<file path="config.mk">
export PLATFORM = sky130hd
export DESIGN_NAME = u_recv
export DESIGN_NICKNAME = d
export VERILOG_FILES = /design/src/rtl/u_recv.sv
export SDC_FILE = /design/constraint.sdc
export NUM_CORES = 1
export LEC_CHECK = 0
export ABC_AREA = 1
export BUFFER_PORTS_ARGS = -buffer_cell sky130_fd_sc_hd__buf_2
export CORE_UTILIZATION = 51
export CTS_CLUSTER_SIZE = 30
export DETAILED_ROUTE_END_ITERATION = 10
export PLACE_DENSITY = 0.78
export SLEW_MARGIN = 20
export SYNTH_ARGS = -nofsm -noshare
export SYNTH_HDL_FRONTEND = slang
export SYNTH_SLANG_ARGS = --single-unit
</file>
<file path="constraint.sdc">
create_clock -name sys_clk -period 1.6 [get_ports sys_clk]
set_clock_uncertainty 0.15 [all_clocks]
set_input_delay 0.08 -clock sys_clk [delete_from_list [all_inputs] [get_ports sys_clk]]
set_output_delay 0.08 -clock sys_clk [all_outputs]
set_load 0.05 [all_outputs]
</file>
<file path="src/rtl/u_recv.sv">
// u_recv: UART receive engine on the sys_clk domain.
//   Frame = start(0), DATA_W data bits LSB first, stop(1), CELL clocks per bit.
//   Decoded byte is held for the host behind a valid/read handshake; framing
//   errors and overruns are reported as one-cycle pulses.
// Build option: URX_MAJORITY_EN -- every line sample becomes the 2-of-3 majority
//   of rxS at cellCnt MID-1, MID and MID+1, decided at MID+1 (one cycle more latency).
//   Left undefined, a single sample is taken at MID.
module u_recv #(
    parameter int DATA_W = 8,
    parameter int CELL   = 16
) (
    input  logic              sys_clk,
    input  logic              sys_rst_l,
    input  logic              uart_recH,
    output logic [DATA_W-1:0] rec_dataH,
    output logic              rec_validH,
    input  logic              rec_readH,
    output logic              frame_errH,
    output logic              overrunH
);
    localparam int CW = $clog2(CELL);
    localparam int BW = (DATA_W > 1) ? $clog2(DATA_W) : 1;
    localparam logic [CW-1:0] MID  = CW'(CELL / 2 - 1);
    localparam logic [CW-1:0] LAST = CW'(CELL - 1);
`ifdef URX_MAJORITY_EN
    localparam logic [CW-1:0] DEC  = MID + CW'(1);
`else
    localparam logic [CW-1:0] DEC  = MID;
`endif

    typedef enum logic [2:0] {
        IDLE  = 3'd0,
        START = 3'd1,
        DATA  = 3'd2,
        STOP  = 3'd3,
        BREAK = 3'd4
    } rxState_t;

    rxState_t          state;
    logic [1:0]        syncQ;
    logic              rxS;
    logic              sampleBit;
    logic [CW-1:0]     cellCnt;
    logic [BW-1:0]     bitCnt;
    logic [DATA_W-1:0] shreg;

    assign rxS = syncQ[1];

    // Two-flop synchroniser; resets to the idle (high) line level.
    always_ff @(posedge sys_clk or negedge sys_rst_l) begin
        if (!sys_rst_l) syncQ <= 2'b11;
        else            syncQ <= {syncQ[0], uart_recH};
    end

`ifdef URX_MAJORITY_EN
    logic [1:0] rxHist;

    // Keep the two previous rxS values so the vote at MID+1 sees MID-1, MID, MID+1.
    always_ff @(posedge sys_clk or negedge sys_rst_l) begin
        if (!sys_rst_l) rxHist <= 2'b11;
        else            rxHist <= {rxHist[0], rxS};
    end

    assign sampleBit = (rxHist[1] & rxHist[0]) | (rxHist[1] & rxS) | (rxHist[0] & rxS);
`else
    assign sampleBit = rxS;
`endif

    // Frame FSM: bit timing, deserialisation, and the host-facing output registers.
    always_ff @(posedge sys_clk or negedge sys_rst_l) begin
        if (!sys_rst_l) begin
            state      <= IDLE;
            cellCnt    <= '0;
            bitCnt     <= '0;
            shreg      <= '0;
            rec_dataH  <= '0;
            rec_validH <= 1'b0;
            frame_errH <= 1'b0;
            overrunH   <= 1'b0;
        end else begin
            frame_errH <= 1'b0;
            overrunH   <= 1'b0;
            // CELL is a power of 2, so the counter wraps to 0 after CELL-1 by itself.
            cellCnt    <= cellCnt + 1'b1;
            // A byte landing in the same cycle overrides this below (new byte wins).
            if (rec_readH) rec_validH <= 1'b0;

            case (state)
                IDLE: begin
                    cellCnt <= '0;
                    if (!rxS) state <= START;
                end
                START: begin
                    if (cellCnt == DEC && sampleBit) begin
                        // Line back high by mid-start: a glitch, not a frame.
                        state   <= IDLE;
                        cellCnt <= '0;
                    end else if (cellCnt == LAST) begin
                        state   <= DATA;
                        cellCnt <= '0;
                        bitCnt  <= '0;
                    end
                end
                DATA: begin
                    if (cellCnt == DEC) shreg <= {sampleBit, shreg[DATA_W-1:1]};
                    if (cellCnt == LAST) begin
                        if (bitCnt == BW'(DATA_W - 1)) begin
                            state   <= STOP;
                            cellCnt <= '0;
                        end else begin
                            bitCnt  <= bitCnt + 1'b1;
                        end
                    end
                end
                STOP: begin
                    // Leave at mid-stop so a following start edge is caught on time.
                    if (cellCnt == DEC) begin
                        cellCnt <= '0;
                        if (sampleBit) begin
                            rec_dataH  <= shreg;
                            rec_validH <= 1'b1;
                            overrunH   <= rec_validH & ~rec_readH;
                            state      <= IDLE;
                        end else begin
                            frame_errH <= 1'b1;
                            state      <= BREAK;
                        end
                    end
                end
                BREAK: begin
                    // A line held low after a bad stop must not look like a new start.
                    cellCnt <= '0;
                    if (rxS) state <= IDLE;
                end
                default: begin
                    state   <= IDLE;
                    cellCnt <= '0;
                end
            endcase
        end
    end
endmodule

</file>
---- Word level (Yosys, flattened, before mapping) ----
Index checks and enable logic that the tools add are counted.
Widths: inputs -> output; s select.
word-level totals
  memory bits (read-only) ................. 0
  output and inout bits ................... 11
  word-level logic and storage cells ...... 66
  bits in writable memories ............... 0
  register bits after elaboration ......... 31
  bits in latches ......................... 0
  memories kept ........................... 0
cells by class
  mux-type cells .......................... 30
  $add $sub $neg .......................... 2
  reductions and logical operators ........ 7
  bitwise gates (word level) .............. 2
  $mul .................................... 0
  shift operators ......................... 0
  divide/modulo/power cells ............... 0
  equality and inequality tests ........... 16
  $lt $le $gt $ge ......................... 0
operators by type and width
  cell                 number
  $mux 3               12
  $mux 4               5
  $ne 2x2->1 const B   8
  $pmux 3 s5           1
  $pmux 4 s3           1
  $mux 1               10
  $eq 3x2->1 const B   2
  $eq 3x3->1 const B   2
  $pmux 3 s2           1
  $reduce_and 6->1     1
  $reduce_and 5->1     1
  $add 4x1->4 const B  1
  $eq 4x3->1 const B   1
  $eq 4x4->1 const B   1
  $add 3x1->3 const B  1
  $eq 3x1->1 const B   1
  $logic_not 3->1      1
  $ne 3x3->1 const B   1
  $reduce_and 3->1     1
  $reduce_and 2->1     1
  $reduce_bool 2->1    1
  $and 1x1->1          1
  $logic_and 1x1->1    1
  $not 1->1            1

---- Longest topological paths before layout ----
  depth after elaboration ................. 5
  gate-level depth with buffers ........... 9

---- Least setup slack after synthesis ----
No wires, ideal clock.
  path type ............................... flip-flop to flip-flop
  start point ............................. register bitCnt[0]
  end point ............................... register bitCnt[0]
  path slack .............................. 117 ps
  stages on the path, launching flop included .. 8
  arrival ................................. 1216 ps
  buffers on the path ..................... 0
  cell sequence ........................... dfrtp_1 -> ha_1 -> ha_1 -> or2_1 -> nand2_1 -> nand3_2 -> nand2_1 -> nand2_1
between the ends
  word-level cells in the longest chain between the ends .. 4
  elaborated cells on any way between the ends .. 7
  classes of those cells .................. 1 x add/sub; 2 x eq/ne; 3 x mux; 1 x reduce/logical
RTL lines
  element                 RTL line  source
  from (decl)             44        logic [BW-1:0] bitCnt;
  from (signal assigned)  111       bitCnt <= bitCnt + 1'b1;
  $add 3x1->3             111
  $mux 3                  107       if (bitCnt == BW'(DATA_W - 1)) begin
  $mux 3                  106       if (cellCnt == LAST) begin
  $pmux 3 s2              88        case (state)
Several ways; a longest one is shown, not always the timed one. The select of a mux whose other input is x is not followed.
A chain may end at the register's enable or synchronous reset.

---- Worst setup path after layout ----
Same ends and word-level chain as after synthesis.

==> implementation parameters <==
Parameter                              Value

Run status
  Run status    finished clean

Yosys
  Dominant cells by area after synthesis    dfrtp_1, nand2_1, o21ai_2
  Fraction of the yosys area taken by sequential cells    0.549
  Cell types with the highest counts after synthesis    nand2_1, dfrtp_1, inv_1, o21ai_1, o21ai_2
  Async set-or-reset flop fraction in the synthesized netlist    1.00
  Warning count from the yosys run    0
  Mean area per synthesized cell    9.64 um^2
  Number of register bits inferred by synthesis    31
  Cell area after technology mapping    1420 um^2
  Count of flip-flops with a built-in enable after synthesis    0
  Most used DFF post-synth    dfrtp_1
  Cell taking the most area after synthesis    dfrtp_1
  Most common cell in the synthesized netlist    nand2_1
  Instance count of the mapped netlist    147
  Post-synthesis cell type count    25
  Post-synthesis net count    154
  Area share of the largest cell type after synthesis    0.512

Floorplanning
  Die Wd    54.7 um
  Placement row count    18
  Standard cell core area    2540 um^2
  Io pins    15
  Starting density of the core    0.557
  Full die area    2990 um^2
  Die height    54.7 um

Cells and area
  Area taken by multi-input logic gates    561 um^2
  Count of nets after finishing    179
  Count of antenna diodes in the layout    0
  Core utilization of the finished layout    0.646
  Layout fillers    210
  Reg area    778 um^2
  Proportion of layout cells with a drive suffix above 1    0.329
  Area growth syn-to-layout    16.0%

Setup path
  Data arrival time of the critical path    1.61 ns
  Critical path cell sequence    ha_1, ha_2, or2_4, nand2_1, nand3_2, nand2_1, nand2_1
  Library cell appearing most often on the critical path    nand2_1
  Number of stages on the worst setup path    7
  Longest individual stage delay on the worst path    0.39 ns
  Kind of cell with the highest combined delay on the critical path    simple AND/OR/NAND/NOR gates
  CP max stage cell    dfrtp_1
  Total buffers and inverters traversed by the critical path    0
  Worst Path Class, Setup    reg -> reg
  Worst EP required    1.68 ns
  Critical Path End Type    flip-flop
  Kind of start point of the critical path    flip-flop
  R2R depth    7
  Critical Path Fanout Max    3

STA
  Fin. max-slew vios    0
  Setup repair after global routing missed its margin    yes
  Number of failing setup endpoints in the final timing report    0
  Max_slew headroom    0.566
  Sum of negative setup slack    0 ns
  Transition time of the tightest slew-check pin    0.651 ns
  Post-route worst hold slack    0.155 ns
  Least setup slack across all paths after layout    0.0620 ns
  Final critical delay including setup and external delays    1.54 ns
  Final critical-path share of the clock period    0.961
  Final count of hold timing violations    0
  Maximum clock rate    0.650 GHz

Global route
  Total congestion overflow    0
  Pin count of the biggest net entering global routing    32
  Initial antenna violation count    0
  First-pass GRT wire length    4020 um
  Global route hottest layer    met2
  Met2 layer usage reported by global route    0.339
  Met3 global-route usage    0.0806
  Number of global-route vias before repair    996
  GR Util met1    0.203
  Total Routing Usage GR    0.198

Route
  Number of nets with antenna violations after detailed routing    0
  Initial DRC count    20
  Remaining routing DRC violations    0
  Via total after detailed routing    1015
  Average detailed-routed wire length per instance    11.8 um
  Via count normalized by instance count    5.00
  Wirelength, routed    2390 um
  First drt pass iteration count    4

Flow run
  Max-cap viol count    0

Pwr
  Peak supply drop    949 uV
  Leakage Power    0.823 nW
  Pwr dens    1290 nW/um^2

Clock network
  Buffers from clock root to sink, at most    2
  Clock tree from TritonCTS    done
  Sinks on the clock net    31
  # H-tree levels    2
  Clock Pin Slew Worst Setup and Hold Paths    0.10 ns
  Buffer cell driving the clock tree root    clkbuf_4
  Clock latency of the later-clocked register in the worst-skew pair    0.33 ns
  Number of buffers created by CTS    5

Place
  Final Wtd Congestion    0.885
  Pre-CTS setup slack    0.00446 ns
  Half-perimeter wire length of the detailed placement result    1650 um
  Number of buffer cells added on primary ports    14

Hold path
  Worst hold path class    in -> async
## path summary, 6_finish.rpt
path / start / to / slack [ns]
max: bitCnt[0] / bitCnt[0] / 0.06
min in group sys_clk: syncQ[0] / syncQ[1] / 0.21
min: sys_rst_l / state[2] / 0.15
min reg2reg: syncQ[0] / syncQ[1] / 0.21
max reg2reg: bitCnt[0] / bitCnt[0] / 0.06
max in group asynchronous: sys_rst_l / cellCnt[3] / 0.72
## per-layer routing
layer	share of wire	wire (um)
met1	0.44	1040
met4	0.020	47
met3	0.037	88
met2	0.51	1210
met5	0	0
## through the flow
| step | instance area, um^2 | power [W] | instances |
|---|---|---|---|
| detailed placement | 1500 | 0.00155 | 189 |
| CTS | 1610 | 0.00209 | 201 |
| floorplan | 1420 | 0.00142 | 147 |
| finish | 1640 | 0.00212 | 203 |
| global placement | 1500 | 0.00153 | 189 |
| global route | 1640 | 0.00226 | 203 |
## worst reg2reg max path, cell delays in order (launching register included)
cell and delay (ns):
dfrtp_1 0.39, ha_1 0.20, ha_2 0.18, or2_4 0.24
nand2_1 0.08, nand3_2 0.08, nand2_1 0.07, nand2_1 0.04
## final cells by class
class,count,area share
clock buffers,8,0.0419
inverters,18,0.0411
multi-input cells,95,0.341
flip-flops and latches,31,0.474
well taps,30,0.0228
repair buffers,21,0.0792
## repair_timing
| action | 4_1_cts | 5_1_grt |
|---|---|---|
| resized for setup | 1 | 3 |
| setup buffers | 1 | 2 |
| pin swaps | 0 | 2 |
| endpoints found under the setup margin | 8 | 18 |
| hold buffers | 3 | 0 |
| hold endpoints to repair | 32 | 0 |
## cell families (layout without fill, tap and decap cells)
group	count (synthesis)	after routing	share of synthesized area
and+or+nand+nor	70	70	0.252
AOI/OAI and AO/OA	22	22	0.105
buffers and inverters	21	47	0.0671
DFF	31	31	0.549
adders and majority gates	3	3	0.0265
## registers in the layout, indices dropped and copies added, names as in the netlist
name	count
syncQ	2
state	3
rec_dataH	8
shreg	8
rec_validH	1
cellCnt	4
overrunH	1
bitCnt	3
frame_errH	1
## layout by cell type (no fill, tap or decap)
cell type      Yosys  routed
a21boi_1           1       1
a21oi_1            2       2
a31o_2             1       1
buf_2              1      14
buf_4              0       4
clkbuf_1           0       1
clkbuf_4           0       5
clkbuf_8           0       2
dfrtp_1           29      29
dfstp_2            2       2
dlygate4sd3_1      0       3
ha_1               3       1
ha_2               0       1
ha_4               0       1
inv_1             15      15
inv_2              3       3
nand2_1           42      42
nand2_2            4       4
nand2_4            1       1
nand3_1            4       4
nand3_2            4       4
nand3_4            1       1
nand4_1            5       5
nor2_1             3       3
nor2_2             4       4
nor2_4             1       1
o21ai_0            1       1
o21ai_1            8       8
o21ai_2            8       8
o31ai_1            1       1
or2_4              0       1
## power by group
| group | total, W | switching (W) | internal [W] |
|---|---|---|---|
| combinational | 0.000626 | 0.000379 | 0.000247 |
| clock | 0.000524 | 0.000266 | 0.000258 |
| sequential | 0.000966 | 0.0000963 | 0.000869 |
Note: power is estimated with default switching activity, not from simulation.
